### src/rtl/icache_direct.sv
// rtl/icache_direct.sv - direct-mapped read-only instruction cache with 4-word line refill (option: ICACHE_CRITICAL_WORD_EN)
module icache_direct #(
    parameter int NUM_LINES = 8
) (
    input  logic         clk,
    input  logic         rst_n,
    input  logic         proc_read,
    input  logic         proc_write,
    input  logic [29:0]  proc_addr,
    input  logic [31:0]  proc_wdata,
    output logic [31:0]  proc_rdata,
    output logic         proc_stall,
    output logic         mem_read,
    output logic         mem_write,
    output logic [27:0]  mem_addr,
    output logic [127:0] mem_wdata,
    input  logic [127:0] mem_rdata,
    input  logic         mem_ready
);

    localparam int IW = $clog2(NUM_LINES);
    localparam int TW = 28 - IW;

    typedef enum logic {
        IDLE  = 1'b0,
        FETCH = 1'b1
    } state_t;

    state_t               state;
    logic [NUM_LINES-1:0] valid;
    logic [TW-1:0]        tag_mem  [NUM_LINES];
    logic [127:0]         data_mem [NUM_LINES];

    logic [IW-1:0] req_idx;
    logic [TW-1:0] req_tag;
    logic [IW-1:0] fill_idx;
    logic [TW-1:0] fill_tag;
    logic          hit;
    logic          fill_done;

    // Writes and write data are meaningless for a read-only cache.
    logic unused_inputs;
    assign unused_inputs = ^{proc_write, proc_wdata};

    assign mem_write = 1'b0;
    assign mem_wdata = '0;

    assign req_idx = proc_addr[IW+1:2];
    assign req_tag = proc_addr[29:IW+2];

    // The registered line address doubles as the refill target, so the fill
    // never depends on what the fetch stage drives during FETCH.
    assign fill_idx = mem_addr[IW-1:0];
    assign fill_tag = mem_addr[27:IW];

    assign hit       = (state == IDLE) && proc_read && valid[req_idx]
                       && (tag_mem[req_idx] == req_tag);
    assign fill_done = (state == FETCH) && mem_ready;

    function automatic logic [31:0] word_sel(input logic [127:0] line,
                                             input logic [1:0]   off);
        return line[32*off +: 32];
    endfunction

    // Stall and read data are combinational from state, arrays and request.
    always_comb begin
        proc_stall = 1'b0;
        proc_rdata = '0;
        case (state)
            IDLE: begin
                if (proc_read) begin
                    if (hit) begin
                        proc_rdata = word_sel(data_mem[req_idx], proc_addr[1:0]);
                    end else begin
                        proc_stall = 1'b1;
                    end
                end
            end
            FETCH: begin
                proc_stall = 1'b1;
`ifdef ICACHE_CRITICAL_WORD_EN
                if (mem_ready) begin
                    proc_stall = 1'b0;
                    proc_rdata = word_sel(mem_rdata, proc_addr[1:0]);
                end
`endif
            end
            default: begin
                proc_stall = 1'b0;
            end
        endcase
    end

    // Control FSM: miss detection, memory request and valid-bit update.
    always_ff @(posedge clk or negedge rst_n) begin
        if (!rst_n) begin
            state    <= IDLE;
            mem_read <= 1'b0;
            mem_addr <= '0;
            valid    <= '0;
        end else begin
            case (state)
                IDLE: begin
                    if (proc_read && !hit) begin
                        mem_addr <= proc_addr[29:2];
                        mem_read <= 1'b1;
                        state    <= FETCH;
                    end
                end
                FETCH: begin
                    if (mem_ready) begin
                        valid[fill_idx] <= 1'b1;
                        mem_read        <= 1'b0;
                        state           <= IDLE;
                    end
                end
                default: begin
                    state    <= IDLE;
                    mem_read <= 1'b0;
                end
            endcase
        end
    end

    // Tag and data arrays are not reset; valid bits alone gate their use.
    always_ff @(posedge clk) begin
        if (fill_done) begin
            tag_mem[fill_idx]  <= fill_tag;
            data_mem[fill_idx] <= mem_rdata;
        end
    end

endmodule

### config.mk
export PLATFORM = sky130hd
export DESIGN_NAME = icache_direct
export DESIGN_NICKNAME = d
export VERILOG_FILES = /design/src/rtl/icache_direct.sv
export SDC_FILE = /design/constraint.sdc
export NUM_CORES = 1
export LEC_CHECK = 0
export CAP_MARGIN = 20
export CORE_ASPECT_RATIO = 0.5
export CORE_MARGIN = 4
export CORE_UTILIZATION = 52
export CTS_BUF_LIST = sky130_fd_sc_hd__clkbuf_16
export DETAILED_ROUTE_END_ITERATION = 7
export GPL_TIMING_DRIVEN = 0
export HOLD_SLACK_MARGIN = 0.1
export PLACE_DENSITY_LB_ADDON = 0.05
export SKIP_LAST_GASP = 1
export SLEW_MARGIN = 15
export SYNTH_ARGS = -nofsm -noshare
export SYNTH_HDL_FRONTEND = slang
export SYNTH_SLANG_ARGS = --single-unit
### constraint.sdc
create_clock -name clk -period 12.3 [get_ports clk]
set_input_delay 3.075 -clock clk [delete_from_list [all_inputs] [get_ports clk]]
set_output_delay 3.075 -clock clk [all_outputs]
set_load 0.01 [all_outputs]
== After elaboration in Yosys (flattened, before gate mapping) ==
Memory sizes are Yosys's and may differ from the RTL's.
Cells that the tools add are included.

* Shifts and indexed selects: 1
* Reductions and logical operators: 10
* Muxes and demuxes: 18
* Bitwise operators: 2
* $lt $le $gt $ge: 3
* Equal/unequal tests: 3

{| class="wikitable"
|+ Operators by type and width
! operator !! count
|-
| 128-bit by 8-bit variable part select with 32-bit output || 1
|-
| 32-bit two-way mux || 3
|-
| 25-bit == test || 1
|-
| 1-bit two-way mux || 10
|-
| 3-bit by 4-bit less-than comparator with 1-bit output, second input constant || 2
|-
| 8-bit OR || 1
|-
| 1-bit logical AND || 6
|-
| 1-bit one-hot mux with 2 select lines || 3
|-
| 2-bit AND reduction || 3
|-
| 1-bit binary-select mux with 3-bit select || 1
|-
| 1-bit demux with 3-bit select || 1
|-
| 3-bit by 1-bit greater-or-equal comparator with 1-bit output, second input constant || 1
|-
| 2-bit by 1-bit != test with 1-bit output, second input constant || 1
|-
| 2-bit != test, second input constant || 1
|-
| 1-bit zero test || 1
|-
| 1-bit NOT || 1
|}

* Memories kept: 2
* Word-level logic and storage cells: 43
* Register bits after elaboration: 38
* Memory bits (writable): 1224
* Output and inout bits: 191

{| class="wikitable"
|+ Memory list
! name !! words !! width !! read ports !! clocked after Yosys merged registers in !! write ports !! RTL line !! text
|-
| data_mem || 8 || 128 || 1 || 0 || 1 || 32 || <nowiki>logic [127:0] data_mem [NUM_LINES];</nowiki>
|-
| tag_mem || 8 || 25 || 1 || 0 || 1 || 31 || <nowiki>logic [TW-1:0] tag_mem [NUM_LINES];</nowiki>
|}

== Depth between registers and ports, before layout ==
Gate-level depths: netlist (run 1).

* Depth after elaboration: 8
* Gate-level depth with buffers: 10
* Gate-level depth less buffers: 7

== Least setup slack after synthesis (run 1) ==
No wires, ideal clock.

* Kind: in2reg
* Start point: input port mem_ready
* End point: register valid[0]
* Required time: 12169 ps
* Path buffers: 0
* Setup slack: -2563 ps
* Stages on the path: 4
* Arrival time: 14731 ps
* Setup time: 131 ps
* Path through: nand2_1 -> or2_2 -> nor3_1 -> or2_2

* Cells in the longest elaborated chain, start to end: 1

{| class="wikitable"
|+ Ends and longest elaborated chain
! item !! RTL line !! text
|-
| start: declaration || 18 || <nowiki>input logic mem_ready</nowiki>
|-
| 2-bit AND reduction (no source line) || -- ||
|-
| end signal: assignment || 100 || <nowiki>valid <= '0;</nowiki>
|-
| end signal: indexed assignment || 112 || <nowiki>valid[fill_idx] <= 1'b1;</nowiki>
|-
| end: declaration || 30 || <nowiki>logic [NUM_LINES-1:0] valid;</nowiki>
|}

No other way between the ends.
A chain may end at the register's enable or synchronous reset.

== Worst setup path in the final report (run 1) ==
* Start point: input port proc_addr[3]
* End point: output port proc_rdata[4]

* Cells in the longest elaborated chain, start to end: 7
* Elaborated cells between the ends (all ways): 11
* Classes of those cells: 1 x eq/ne; 1 x shift; 5 x mux; 2 x reduce/logical; 2 x memory

{| class="wikitable"
|+ Ends and longest elaborated chain
! item !! RTL line !! text
|-
| start: declaration || 9 || <nowiki>input logic [29:0] proc_addr,</nowiki>
|-
| parallel branches: the longest is 4 deep, another holds memory 8 x 128 bit || -- ||
|-
| 32-bit two-way mux (*) || 72 || <nowiki>if (hit) begin</nowiki>
|-
| 32-bit two-way mux (*) || 71 || <nowiki>if (proc_read) begin</nowiki>
|-
| 32-bit two-way mux (*) || 69 || <nowiki>case (state)</nowiki>
|-
| end: declaration || 11 || <nowiki>output logic [31:0] proc_rdata,</nowiki>
|}

Every way passes the cells marked *. The select of a mux whose other input is x is not followed.

==> impl_metrics.yaml, run 1 <==
min_path:
  hold_depth: 1
  holdPathEnd: "valid[5]$_DFFE_PN0P_"
  min_path_type: "reg2reg"
  hold_start: "valid[5]$_DFFE_PN0P_"
clocking:
  cts_root_buf: "clkbuf_16"
  clkLatencyLatePin_ns: 0.71
  cts_tree: "yes"
  clkTransAtPathRegs_ns: 0.06
  cts_resized: 0
  cts_buffer_depth: 3
  cts.sinks: 1262
  cts_max_level: 3
  post_cts_buffers: 0
  numCtsBuffers: 108
  ctsHoldBuffers: 0
synthesis:
  synth-seq-area-share_pct: 76.5
  synth_cells: 2100
  avgSynthCellArea_um2: 23.5
  async_flop_share_pct: 3.01
  yosysUniqueCellTypes: 44
  yosysWarnings: 0
  ys.flop_type: "edfxtp_1"
  syn_area_um2: 49300
  synth_edf_count: 1224
  ys_ff_latch: 1262
floorplanning:
  die-area_um2: 100000
  die_h_um: 226
  die_w_um: 443
  std_cell_rows: 79
  core-area_um2: 93500
  io_pins: 386
  initial_core_util_pct: 52.7
final_layout:
  instances_no_fill: 4011
  fin_area_um2: 59400
  final_cell_mix: "edfxtp_1 (1224), mux4_2 (353), clkdlybuf4s50_1 (219)"
  syn_to_final_growth_pct: 20.5
  final_common_cell: "edfxtp_1"
  fin_nets: 2853
  utilization_pct: 63.5
  drive_gt1_share_pct: 30.9
sta:
  hold_viol_final: 0
  tightest_slew_ns: 1.11
  max_slew_margin_pct: 25.8
  report.final.slew_viol_count: 0
  fin_skew_ns: 0.0197
  setup_slack_ns: 1.08
  hold_slack_ns: 0.467
  max_freq_ghz: 0.0892
  rsz0062_at_grt: "no"
  period_needed_ns: 11.22
  fin_crit_sh_pct: 91.2
  setup_violations: 0
power_and_ir_drop:
  powerDensity_nw_per_um2: 159
  ir_worst_vdd_uv: 108
  p_leak_uw: 0.0198
flow_run:
  cap_violations: 0
setup_path:
  crit_slowest_cell: "nand4_1"
  critPathCaptureType: "primary output"
  worstPathRequired_ns: 9.22
  reg2regPathDepth: 7
  crit_path_max_fanout: 10
  reg2reg_from: "mem_addr[0]$_DFFE_PN0P_"
  crit_arrival_ns: 8.14
  path_delay_family: "buffers and inverters"
  reg2reg_to: "data_mem[3][61]$_DFFE_PP_"
  max_stage_delay_ns: 0.81
  regToRegSetupSlack_ns: 9.32
  path_class: "in2out"
  cp.buffers_inverters: 5
  start_kind: "primary input"
  path_cells: "clkdlybuf4s50_1, buf_2, buf_2, mux4_2, mux2i_1, xor2_1, o2111ai_1, nor4_1, nand4_1, clkbuf_1, nor2_1, clkdlybuf4s50_1"
place:
  detailed_place.area_um2: 55600
  gp_congestion: 0.763
  placed_cells: 3797
  dp_hpwl_mm: 77.0
  dp_slack_ns: 1.06
  portBuffers: 220
grt:
  grt_usage_pct: 23.3
  grt_pass1_vias: 23235
  grt-ovfl-total: 0
  grt_max_degree: 23
  grt_pass1_wl_mm: 167
  antenna_found_initial: 7
detailed_routing:
  vias: 23115
  drc: 0
  drt_wl_total_mm: 115
  post_drt_wl_per_cell_um: 28.8
  first_iter_violations: 2370
  drt-pass1-iter-count: 5
  drtAntennaViolNets: 0
  vias_per_cell: 5.76
run_status:
  status: "finished, final reports clean"
[sequential cells by signal (all words and copies together) (netlist names)]
register,count
mem_read,1
mem_addr,28
tag_mem,200
valid,8
data_mem,1024
state,1
[layout make-up]
type / count / area [um2]
Clock inverter: 93 / 941
Tap cell: 1255 / 1570
Antenna cell: 3 / 7.51
Inverter: 2 / 7.51
Timing Repair Buffer: 320 / 4220
Sequential cell: 1262 / 37700
Multi-Input combinational cell: 739 / 10700
Buffer: 225 / 1460
Fill cell: 6357 / 34100
Clock buffer: 112 / 2800
[cells by family after synthesis]
kind of cell,after synthesis,share of synthesized area [%]
AO/OA/AOI/OAI,36,0.553
XOR/XNOR,16,0.284
buffers and inverters,227,2.95
flip-flops,1262,76.5
multiplexers,467,18.8
other,1,0.00761
AND/OR/NAND/NOR,91,0.944
[power breakdown]
group	internal [uW]	total (uW)	switching (uW)
clock	2040	3590	1550
combinational	407	831	424
sequential	4940	5030	93.4
[Yosys cell counts (2+ instances only)]
library cell / number / area [um2]
mux2i_1: 85 / 851
a22oi_1: 11 / 82.6
nand3_1: 3 / 15.0
or2_2: 9 / 56.3
dfrtp_1: 38 / 951
buf_2: 27 / 135
a22o_1: 6 / 52.6
nor4_1: 2 / 12.5
a21oi_1: 3 / 15.0
a21bo_2: 2 / 20.0
nand2b_1: 2 / 12.5
buf_6: 6 / 67.6
nor3_1: 3 / 15.0
inv_1: 2 / 7.51
nor2_1: 41 / 154
xor2_1: 16 / 140
or3_1: 4 / 25.0
clkbuf_1: 30 / 113
a21o_1: 3 / 22.5
mux4_2: 353 / 7950
nand2_1: 7 / 26.3
edfxtp_1: 1224 / 36800
mux2_4: 28 / 420
o21ai_0: 4 / 20.0
buf_1: 26 / 97.6
buf_4: 135 / 1010
nand3b_1: 2 / 15.0
o2111ai_1: 3 / 26.3
nand4_1: 5 / 31.3
and2_1: 2 / 12.5
nor2b_1: 3 / 18.8
and3_1: 3 / 18.8
[how the worst max path moves through the flow]
stage                             from              endpoint  slack [ns]  cells after the start
after CTS                 proc_addr[3]        proc_rdata[21]        1.05                     11
final                     proc_addr[3]         proc_rdata[4]        1.08                     12
after floorplan              mem_ready  valid[2]$_DFFE_PN0P_        1.69                      4
after global routing      proc_addr[3]        proc_rdata[22]        0.95                     11
after detailed placement  proc_addr[3]        proc_rdata[21]        1.06                     11
after global placement       mem_ready  valid[4]$_DFFE_PN0P_       -6.61                      5
[worst register-to-register path, cell delays in order, from the launching register on]
cell	delay [ns]
dfrtp_1	0.49
nand3_1	0.41
nor2_4	0.74
buf_16	0.25
buf_16	0.19
buf_12	0.21
buf_16	0.21
buf_16	0.18
[stage by stage]
step           total power, uW   TNS, ns
2_1_floorplan             5570         0
3_3_place_gp              5950  -7013.81
3_5_place_dp              5970         0
4_1_cts                   9530         0
5_1_grt                   9790         0
6_report                  9460         0
[metal layers]
metal | global-route usage [%] | vias to the layer above | wire length (um)
met1 | 34.0 | 12471 | 49500
met2 | 37.5 | 720 | 56900
met4 | 5.51 | 6 | 2380
met3 | 4.15 | 142 | 6510
met5 | 0 | - | 39
li1 | - | 9776 | -
(Power assumes the default switching activity.)
==> run 2, diff against run 1 <==
--- a/config.mk
+++ b/config.mk
@@ -11,6 +11,7 @@
 export CORE_UTILIZATION = 52
 export CTS_BUF_LIST = sky130_fd_sc_hd__clkbuf_16
 export DETAILED_ROUTE_END_ITERATION = 7
+export GPL_ROUTABILITY_DRIVEN = 1
 export GPL_TIMING_DRIVEN = 0
 export HOLD_SLACK_MARGIN = 0.1
 export PLACE_DENSITY_LB_ADDON = 0.05
==> results of run 2 <==
Same layout as run 1: the final DEF is identical, and so are final timing and power.
==> run 3, diff against run 2 <==
--- a/config.mk
+++ b/config.mk
@@ -8,7 +8,7 @@
 export CAP_MARGIN = 20
 export CORE_ASPECT_RATIO = 0.5
 export CORE_MARGIN = 4
-export CORE_UTILIZATION = 52
+export CORE_UTILIZATION = 40
 export CTS_BUF_LIST = sky130_fd_sc_hd__clkbuf_16
 export DETAILED_ROUTE_END_ITERATION = 7
 export GPL_ROUTABILITY_DRIVEN = 1
==> run 3 against run 2 <==
  * Worst hold slack worse by 0.0021 ns
  * Clock power increased by 6.1%
  * Global-route usage is 3.9 points lower
  * Flip-flop and latch count unchanged
  * Critical path depth unchanged
  * Via count about the same
==> impl_metrics.yaml, run 3 (same netlist as run 1, synthesis figures left out) <==
setup_path:
  path_class: "in2out"
  worstPathRequired_ns: 9.22
  start_kind: "primary input"
  regToRegSetupSlack_ns: 8.81
  reg2regPathDepth: 10
  critPathCaptureType: "primary output"
  crit_arrival_ns: 8.66
  reg2reg_to: "data_mem[1][120]$_DFFE_PP_"
  crit_path_max_fanout: 10
  reg2reg_from: "state$_DFF_PN0_"
place:
  portBuffers: 220
  gp_congestion: 0.718
  dp_slack_ns: 0.459
  dp_hpwl_mm: 85.6
power_and_ir_drop:
  ir_worst_vdd_uv: 105
  p_leak_uw: 0.0199
  powerDensity_nw_per_um2: 161
  total_power_uw: 9690
final_layout:
  drive_gt1_share_pct: 31.3
  largest_registers: "data_mem (1024), tag_mem (200), mem_addr (28)"
  top_register: "data_mem"
  regArea_um2: 37700
  multi_input_area_um2: 10700
  final_cell_mix: "edfxtp_1 (1224), mux4_2 (353), clkdlybuf4s50_1 (219)"
  final_common_cell: "edfxtp_1"
  largest_reg_flops: 1024
  syn_to_final_growth_pct: 21.9
  fin_nets: 2861
  nFillCells: 9797
clocking:
  post_cts_buffers: 0
  cts_tree: "yes"
  cts_buffer_depth: 3
  clkLatencyLatePin_ns: 0.73
  cts_root_buf: "clkbuf_16"
  cts.sinks: 1262
  ctsHoldBuffers: 0
  clkTransAtPathRegs_ns: 0.06
  cts_max_level: 3
  numCtsBuffers: 113
  cts_resized: 0
sta:
  max_slew_margin_pct: 27.6
  setup_violations: 0
  rsz0062_at_grt: "no"
  fin_crit_sh_pct: 95.4
  setup_slack_ns: 0.562
  setup_tns_ns: 0
  report.final.slew_viol_count: 0
  max_freq_ghz: 0.0852
  fin_skew_ns: 0.0317
  period_needed_ns: 11.74
  hold_viol_final: 0
  hold_slack_ns: 0.465
  tightest_slew_ns: 1.08
floorplanning:
  io_pins: 386
  core-area_um2: 121000
  die_h_um: 256
  std_cell_rows: 90
  initial_core_util_pct: 40.6
  die_w_um: 504
  die-area_um2: 129000
detailed_routing:
  drtAntennaViolNets: 0
  vias_per_cell: 5.28
  post_drt_wl_per_cell_um: 28.7
  drc: 0
  drt-pass1-iter-count: 5
  vias: 23099
  first_iter_violations: 1984
  drt_wl_total_mm: 126
min_path:
  hold_start: "valid[0]$_DFFE_PN0P_"
  hold_depth: 1
  holdPathEnd: "valid[0]$_DFFE_PN0P_"
  min_path_type: "reg2reg"
grt:
  grt-ovfl-total: 0
  grt_pass1_wl_mm: 179
  grt_pass1_vias: 23879
  antenna_found_initial: 18
  grt_max_degree: 21
  grt_usage_pct: 19.4
run_status:
  status: "finished, final reports clean"
flow_run:
  cap_violations: 0
[run 3: cell count changes in the layout (fill, tap and decap cells not counted), moves of 3 or more]
cell,change
clkbuf_1,-3
buf_16,-5
bufinv_16,+6
clkinv_4,-5
buf_12,+8
clkbuf_16,+3
buf_6,+5
buf_8,-5
clkbuf_2,+3
[run 3: how the worst max path moves through the flow]
| stage | startpoint | to | slack [ns] | cells past startpoint |
|---|---|---|---|---|
| 5_1_grt | proc_addr[3] | proc_rdata[3] | 0.32 | 12 |
| 6_report | proc_addr[3] | proc_rdata[3] | 0.56 | 12 |
| 2_1_floorplan | mem_ready | valid[2]$_DFFE_PN0P_ | 1.69 | 4 |
| 3_3_place_gp | mem_ready | valid[6]$_DFFE_PN0P_ | -7.26 | 5 |
| 3_5_place_dp | proc_addr[3] | proc_rdata[2] | 0.46 | 12 |
| 4_1_cts | proc_addr[3] | proc_rdata[2] | 0.45 | 12 |
[run 3: layer usage]
metal	part of all wire (%)	GRT usage, %	up-vias
li1	-	-	9776
met1	45	27.9	12579
met2	48	30.9	571
met3	4.9	3.72	159
met4	2.1	4.53	14
met5	0.068	0	-
[run 3: report_power, final]
part / switching [uW] / internal [uW]
clock network: 1610 / 2200
logic: 441 / 407
registers: 93.3 / 4940
total: 2140 / 7550
[run 3: layout make-up]
cell class / count / area share (%)
Buffer: 225 / 2.43
Tap cell: 1610 / 3.35
Antenna cell: 4 / 0.0167
Inverter: 2 / 0.0125
Sequential cell: 1262 / 62.8
Clock inverter: 98 / 1.83
Timing Repair Buffer: 323 / 7.03
Clock buffer: 115 / 4.79
Multi-Input combinational cell: 739 / 17.8
[run 3: through the flow]
step                cell area [um2]  util [%]  std cells
global route                  60100      49.5       4377
global placement              54000      44.5       4058
CTS                           60100      49.5       4373
detailed placement            56100      46.2       4160
floorplan                     49800         -       2228
finish                        60100      49.5       4378
[run 3: critical path, stage by stage]
cell and delay (ns):
clkdlybuf4s50_1 0.54, buf_2 0.35, buf_2 0.43, buf_4 0.38, mux2i_1 0.30, xor2_1 0.36
nand3_1 0.19, nor4_1 0.41, nand4_1 0.92, clkbuf_1 0.63, nor2_1 0.44, clkdlybuf4s50_1 0.61
